$ cat config.mk
export PLATFORM = sky130hd
export DESIGN_NAME = muldiv_ctrl
export DESIGN_NICKNAME = d
export VERILOG_FILES = /design/src/rtl/muldiv_pkg.sv /design/src/rtl/muldiv_div_iter.sv /design/src/rtl/muldiv_ctrl.sv
export SDC_FILE = /design/constraint.sdc
export NUM_CORES = 2
export LEC_CHECK = 0
export ABC_AREA = 1
export CAP_MARGIN = 20
export CORE_UTILIZATION = 55
export DETAILED_ROUTE_END_ITERATION = 16
export GPL_TIMING_DRIVEN = 0
export HOLD_SLACK_MARGIN = 0.05
export MAX_ROUTING_LAYER = met4
export PLACE_DENSITY = 0.8
export SLEW_MARGIN = 20
export SYNTH_ARGS = -nofsm -noshare
export SYNTH_HDL_FRONTEND = slang
export SYNTH_SLANG_ARGS = --single-unit
$ cat constraint.sdc
create_clock -name clk -period 9 [get_ports clk]
set_input_delay 0.9 -clock clk [delete_from_list [all_inputs] [get_ports clk]]
set_output_delay 0.9 -clock clk [all_outputs]
set_load 0.01 [all_outputs]
$ cat src/rtl/muldiv_pkg.sv
// Shared definitions for the HI/LO multiply/divide unit.
//   - op_e    : 3-bit operation code presented on muldiv_ctrl.op
//   - state_e : control FSM state encoding
//   - DIV_ITER: number of radix-2 restoring divide iterations
//   - abs32   : magnitude of a 32-bit operand, optionally treated as signed
package muldiv_pkg;

    localparam int DIV_ITER = 32;

    typedef enum logic [2:0] {
        OP_NOP   = 3'd0,
        OP_MULT  = 3'd1,
        OP_MULTU = 3'd2,
        OP_DIV   = 3'd3,
        OP_DIVU  = 3'd4,
        OP_MTHI  = 3'd5,
        OP_MTLO  = 3'd6
    } op_e;

    typedef enum logic [1:0] {
        ST_IDLE = 2'd0,
        ST_MUL  = 2'd1,
        ST_DIV  = 2'd2,
        ST_WB   = 2'd3
    } state_e;

    // Magnitude of v; only negated when the operation is signed and v is negative.
    // 0x8000_0000 maps onto itself, which is the correct unsigned magnitude.
    function automatic logic [31:0] abs32(input logic [31:0] v, input logic is_signed);
        return (is_signed && v[31]) ? (32'd0 - v) : v;
    endfunction

endpackage

$ cat src/rtl/muldiv_div_iter.sv
// div_iter: iterative radix-2 restoring divider on unsigned magnitudes.
// Ports:
//   clk, rst      : clock, asynchronous active-high reset
//   start         : load dividend/divisor and begin DIV_ITER iterations
//   abort         : abandon a running division
//   dividend      : 32-bit unsigned dividend magnitude (sampled on start)
//   divisor       : 32-bit unsigned divisor magnitude, nonzero (sampled on start)
//   done          : high during the cycle whose clock edge performs the last iteration
//   quot_next     : quotient after the iteration performed this cycle
//   rem_next      : remainder after the iteration performed this cycle
module div_iter
    import muldiv_pkg::*;
(
    input  logic        clk,
    input  logic        rst,
    input  logic        start,
    input  logic        abort,
    input  logic [31:0] dividend,
    input  logic [31:0] divisor,
    output logic        done,
    output logic [31:0] quot_next,
    output logic [31:0] rem_next
);

    localparam logic [5:0] LAST_CNT = 6'(DIV_ITER - 1);

    logic [31:0] quot_q;
    logic [31:0] rem_q;
    logic [31:0] dvsr_q;
    logic [5:0]  cnt_q;
    logic        run_q;

    logic [32:0] shifted_s;
    logic [32:0] trial_s;

    // Shift the next dividend bit into the partial remainder and try to subtract.
    assign shifted_s = {rem_q, quot_q[31]};
    assign trial_s   = shifted_s - {1'b0, dvsr_q};
    assign rem_next  = trial_s[32] ? shifted_s[31:0] : trial_s[31:0];
    assign quot_next = {quot_q[30:0], ~trial_s[32]};
    assign done      = run_q && (cnt_q == LAST_CNT);

    // Operand load, one iteration per cycle while running, stop after the last one.
    always_ff @(posedge clk or posedge rst) begin
        if (rst) begin
            quot_q <= 32'd0;
            rem_q  <= 32'd0;
            dvsr_q <= 32'd0;
            cnt_q  <= 6'd0;
            run_q  <= 1'b0;
        end else if (abort) begin
            cnt_q  <= 6'd0;
            run_q  <= 1'b0;
        end else if (start) begin
            quot_q <= dividend;
            rem_q  <= 32'd0;
            dvsr_q <= divisor;
            cnt_q  <= 6'd0;
            run_q  <= 1'b1;
        end else if (run_q) begin
            quot_q <= quot_next;
            rem_q  <= rem_next;
            if (done) begin
                cnt_q <= 6'd0;
                run_q <= 1'b0;
            end else begin
                cnt_q <= cnt_q + 6'd1;
            end
        end
    end

endmodule

$ cat src/rtl/muldiv_ctrl.sv
// muldiv_ctrl: HI/LO multiply/divide/move unit of a MIPS-style EX stage.
// Ports:
//   clk, rst           : clock, asynchronous active-high reset
//   op_valid, op       : HI/LO-class instruction present in EX and its op code
//   src_a, src_b       : rs / rt operand values
//   flush              : cancel the in-flight operation
//   hi_cur, lo_cur     : current HI/LO contents (for the half not written by MTHI/MTLO)
//   busy               : stall request while a multi-cycle op occupies the unit
//   hilo_we            : one-cycle HI/LO write enable
//   hi_wdata, lo_wdata : registered values written to HI/LO
module muldiv_ctrl
    import muldiv_pkg::*;
(
    input  logic        clk,
    input  logic        rst,
    input  logic        op_valid,
    input  logic [2:0]  op,
    input  logic [31:0] src_a,
    input  logic [31:0] src_b,
    input  logic        flush,
    input  logic [31:0] hi_cur,
    input  logic [31:0] lo_cur,
    output logic        busy,
    output logic        hilo_we,
    output logic [31:0] hi_wdata,
    output logic [31:0] lo_wdata
);

    state_e      state_q;
    logic [31:0] a_q;
    logic [31:0] b_q;
    logic        sgn_q;
    logic        neg_quo_q;
    logic        neg_rem_q;
    logic        we_q;
    logic [31:0] hi_q;
    logic [31:0] lo_q;

    logic        is_mul_s;
    logic        is_div_s;
    logic        is_signed_s;
    logic        op_known_s;
    logic        div_zero_s;
    logic        accept_s;
    logic        div_start_s;
    logic        div_done_s;
    logic [31:0] quot_nx_s;
    logic [31:0] rem_nx_s;
    logic [31:0] quot_fix_s;
    logic [31:0] rem_fix_s;
    logic [63:0] mul_a_s;
    logic [63:0] mul_b_s;
    logic [63:0] prod_s;

    assign is_mul_s    = (op == OP_MULT) || (op == OP_MULTU);
    assign is_div_s    = (op == OP_DIV)  || (op == OP_DIVU);
    assign is_signed_s = (op == OP_MULT) || (op == OP_DIV);
    assign op_known_s  = is_mul_s || is_div_s || (op == OP_MTHI) || (op == OP_MTLO);
    assign div_zero_s  = (src_b == 32'd0);
    assign accept_s    = (state_q == ST_IDLE) && op_valid && !flush && op_known_s;
    assign div_start_s = accept_s && is_div_s && !div_zero_s;

    // Stall is requested already in the accepting cycle so EX holds the instruction;
    // divide-by-zero completes in one cycle and never stalls.
    assign busy = !rst && !flush &&
                  ((state_q == ST_MUL) || (state_q == ST_DIV) ||
                   ((state_q == ST_IDLE) && op_valid &&
                    (is_mul_s || (is_div_s && !div_zero_s))));

    // Sign-extending (or zero-extending) to 64 bits makes the low 64 bits of a
    // plain multiply the correct signed or unsigned product.
    assign mul_a_s = {{32{sgn_q & a_q[31]}}, a_q};
    assign mul_b_s = {{32{sgn_q & b_q[31]}}, b_q};
    assign prod_s  = mul_a_s * mul_b_s;

    assign quot_fix_s = neg_quo_q ? (32'd0 - quot_nx_s) : quot_nx_s;
    assign rem_fix_s  = neg_rem_q ? (32'd0 - rem_nx_s)  : rem_nx_s;

    div_iter u_div_iter (
        .clk       (clk),
        .rst       (rst),
        .start     (div_start_s),
        .abort     (flush),
        .dividend  (abs32(src_a, is_signed_s)),
        .divisor   (abs32(src_b, is_signed_s)),
        .done      (div_done_s),
        .quot_next (quot_nx_s),
        .rem_next  (rem_nx_s)
    );

    // Control FSM with registered HI/LO write port.
    always_ff @(posedge clk or posedge rst) begin
        if (rst) begin
            state_q   <= ST_IDLE;
            a_q       <= 32'd0;
            b_q       <= 32'd0;
            sgn_q     <= 1'b0;
            neg_quo_q <= 1'b0;
            neg_rem_q <= 1'b0;
            we_q      <= 1'b0;
            hi_q      <= 32'd0;
            lo_q      <= 32'd0;
        end else begin
            we_q <= 1'b0;
            case (state_q)
                ST_IDLE: begin
                    if (accept_s) begin
                        a_q       <= src_a;
                        b_q       <= src_b;
                        sgn_q     <= is_signed_s;
                        neg_quo_q <= is_signed_s && (src_a[31] ^ src_b[31]);
                        neg_rem_q <= is_signed_s && src_a[31];
                        case (op)
                            OP_MULT, OP_MULTU: state_q <= ST_MUL;
                            OP_DIV, OP_DIVU: begin
                                if (div_zero_s) begin
                                    hi_q    <= src_a;
                                    lo_q    <= 32'hFFFF_FFFF;
                                    we_q    <= 1'b1;
                                    state_q <= ST_WB;
                                end else begin
                                    state_q <= ST_DIV;
                                end
                            end
                            OP_MTHI: begin
                                hi_q    <= src_a;
                                lo_q    <= lo_cur;
                                we_q    <= 1'b1;
                                state_q <= ST_WB;
                            end
                            OP_MTLO: begin
                                hi_q    <= hi_cur;
                                lo_q    <= src_a;
                                we_q    <= 1'b1;
                                state_q <= ST_WB;
                            end
                            default: state_q <= ST_IDLE;
                        endcase
                    end else begin
                        state_q <= ST_IDLE;
                    end
                end
                ST_MUL: begin
                    if (flush) begin
                        state_q <= ST_IDLE;
                    end else begin
                        hi_q    <= prod_s[63:32];
                        lo_q    <= prod_s[31:0];
                        we_q    <= 1'b1;
                        state_q <= ST_WB;
                    end
                end
                ST_DIV: begin
                    if (flush) begin
                        state_q <= ST_IDLE;
                    end else if (div_done_s) begin
                        hi_q    <= rem_fix_s;
                        lo_q    <= quot_fix_s;
                        we_q    <= 1'b1;
                        state_q <= ST_WB;
                    end else begin
                        state_q <= ST_DIV;
                    end
                end
                ST_WB:   state_q <= ST_IDLE;
                default: state_q <= ST_IDLE;
            endcase
        end
    end

    // A flush arriving during WB still cancels the write.
    assign hilo_we  = we_q && !flush;
    assign hi_wdata = hi_q;
    assign lo_wdata = lo_q;

endmodule

==> metrics.md <==
| Metric | Value |
|---|---|
| Status | completed |
| First-pass GRT wire length | 350000 um |
| Final period utilization | 99.5% |
| Worst Skew | 0.0336 ns |
| Sequential area share after synthesis | 10.5% |
| Critical Path Most Common Cell | fa_1 |
| Die height | 323 um |
| Peak Freq | 112 MHz |
| Number of global-route vias before repair | 53100 |
| Initial Utilization | 55.5% |
| Fin. Hold Viols | 0 |
| Final non-filler cell total | 9113 |
| Worst-case reg-to-reg path depth | 27 |
| Top-area cell type share of the netlist area | 39.9% |
| Hold-fix buffers, CTS | 0 |
| Sink Count | 237 |
| Pin count of the biggest net entering global routing | 95 |
| Max Cap Viol | 0 |
| Placeable Area | 102000 um2 |
| Final min period | 8.95 ns |
| Slew margin rel. | 24.0% |
| Initial antenna violation count | 11 |
| Clock Latency Late Sink | 0.60 ns |
| WL final | 241000 um |
| Ys flop type | dfrtp_1 |
| Clk root buf | clkbuf_16 |
| Synth Area per Inst | 7.53 um2 |
| Worst R2R End | hi_wdata[13] |
| Clock slew seen by the registers of the worst setup and hold paths | 0.07 ns |
| Pre-Repair DR Iteration Count | 7 |
| Synth Register Bits | 237 |
| Worst-Margin Slew | 1.14 ns |
| Crit Path Class | flop to flop |
| DR vias/cell | 5.83 |
| I/O pin cnt | 201 |
| Worst setup path start | a_q[30] |
| Vias | 53100 |
| Die area | 104000 um2 |
| Setup violators final | 0 |
| Crit path largest cell delay | 0.79 ns |
| R2r startpoint | a_q[30] |
| Synthesized instance count | 7503 |
| Synth async-reset ratio | 100% |
| Die width | 323 um |
| Slowest stage cell, crit path | dfrtp_1 |
| Total Routing Usage GR | 48.6% |
| Worst EP arrival | 9.43 ns |
| RSZ-0062 raised after global routing | true |
| Clock Tree Buf Depth | 3 |
| Global route overflow | 0 |
| Antenna Nets Post-Route | 0 |
| Setup crit end kind | flop |
| Number of DRC markers in iteration 0 | 6434 |
| WL/cell | 26.5 um |
| Distinct cells, synth | 56 |
| Leading area contributor after synthesis | fa_1 |
| Ranking of synthesized cells by area | fa_1 (40%), nand2_1 (14%), inv_1 (13%), dfrtp_1 (10%), ha_1 (5.6%) |
| Post-DP HPWL | 202000 um |
| TritonCTS clock tree | done |
| Syn nets | 9019 |
| Setup ws final | 0.0454 ns |
| R2R setup slack | 0.05 ns |
| Number of port buffers | 200 |
| Gpl congestion | 1.17 |
| Type of origin of the critical path | flop |
| Most frequent cells in the layout | nand2_1 (2056), inv_1 (1893), fa_1 (1119) |
| Worst Setup EP | hi_wdata[13] |
| H-tree depth | 1 |
| Fin area | 61800 um2 |
| Share of cells above drive strength 1 | 5.22% |
| Crit path max fanout | 10 |
| Row cnt | 117 |
| Setup WS pre-CTS | -1.79 ns |
| Synth Warn # | 0 |
| CP required | 9.47 ns |
| Layout area overhead | 9.31% |
| Slew Viols, Final | 0 |
| Placed insts | 9074 |
| Drc violations | 0 |
| Most common cell after layout, fill and taps aside | nand2_1 |
| CTS Buf Count | 26 |
| Fin nets | 9225 |
| Mapped cell area | 56500 um2 |
| Min-Delay Path Class | flop to flop |
| EDFF count, synth | 0 |
| DP Area | 60300 um2 |
==> worst min-delay path by stage <==
stage,endpoint,depth (start not counted),start
after global placement,u_div_iter.dvsr_q[27],2,u_div_iter.dvsr_q[27]
final,lo_wdata[26],2,lo_wdata[26]
after detailed placement,hi_wdata[28],2,hi_wdata[28]
after CTS,lo_wdata[27],2,lo_wdata[27]
after global routing,lo_wdata[21],2,lo_wdata[21]
after floorplan,u_div_iter.dvsr_q[10],2,u_div_iter.dvsr_q[10]
==> logic make-up (layout without fill, tap and decap cells) <==
kind of cell,after synthesis,in the layout,share of synthesized area [%]
other,0,18,0
xor gates and xnor gates,96,96,1.49
and+or+nand+nor,2785,2785,20.0
AOI/OAI and AO/OA,722,722,7.17
adders and majority gates,1381,1381,45.5
buffers and inverters,2282,2506,15.4
DFF,237,237,10.5
==> area by class of cell <==
cell class                      instances  area (um2)
Inverter                             1904        7170
Timing Repair Buffer                  222        2240
Antenna cell                           18        45.0
Buffer                                333        1610
Tap cell                             1368        1710
Timing Repair inverter                  1        7.51
Clock buffer                           33         717
Clock inverter                         13         126
Multi-Input combinational cell       4984       42200
Sequential cell                       237        5970
Fill cell                            9582       40100
==> layer usage <==
layer,share of wire (%),track usage (%)
met1,35,58.8
met2,42,68.8
met3,13,13.4
met4,10,37.1
met5,0,-
==> repair_timing <==
| item | CTS | global route |
|---|---|---|
| pin swaps | 0 | 7 |
| endpoints found under the setup margin | 31 | 29 |
| cloned | 1 | 0 |
| setup buffers | 2 | 16 |
| resized for setup | 110 | 274 |
==> sequential cells by signal, indices dropped and copies added (netlist names) <==
register and count:
u_div_iter.dvsr_q 32, u_div_iter.run_q 1, we_q 1, u_div_iter.rem_q 32, state_q 2, a_q 32, hi_wdata 32, lo_wdata 32
u_div_iter.cnt_q 6, b_q 32, u_div_iter.quot_q 32, neg_rem_q 1, neg_quo_q 1, sgn_q 1
==> metrics by stage <==
step / utilization [%] / setup TNS [ns] / hold slack, ns
after detailed placement: 59.2 / -30.64 / 0.465
final: 60.6 / 0 / 0.495
after floorplan: - / 0 / 0.453
after global placement: 59.1 / -499.59 / 0.469
after CTS: 60.2 / 0 / 0.491
after global routing: 60.6 / -0.0551 / 0.513
==> synthesized netlist by cell type, types with 50 or more instances <==
master / instances
nand2_1: 2057
inv_1: 1897
fa_1: 1126
clkbuf_1: 338
o21ai_0: 337
nor2_1: 289
ha_1: 255
nand3_1: 244
dfrtp_1: 237
a21oi_1: 188
xor2_1: 73
nor3_1: 50
==> critical path, delay by kind of cell (launching register included) <==
family          cells  cell delay (ns)
buf+inv             6             0.80
flops               1             0.79
compound gates      5             1.31
simple gates        7             1.30
fa+ha+maj           9             4.59
Power is left out: the tool's default activity adds up to more than one toggle a clock period on the data nets, which glitch-free logic cannot reach.
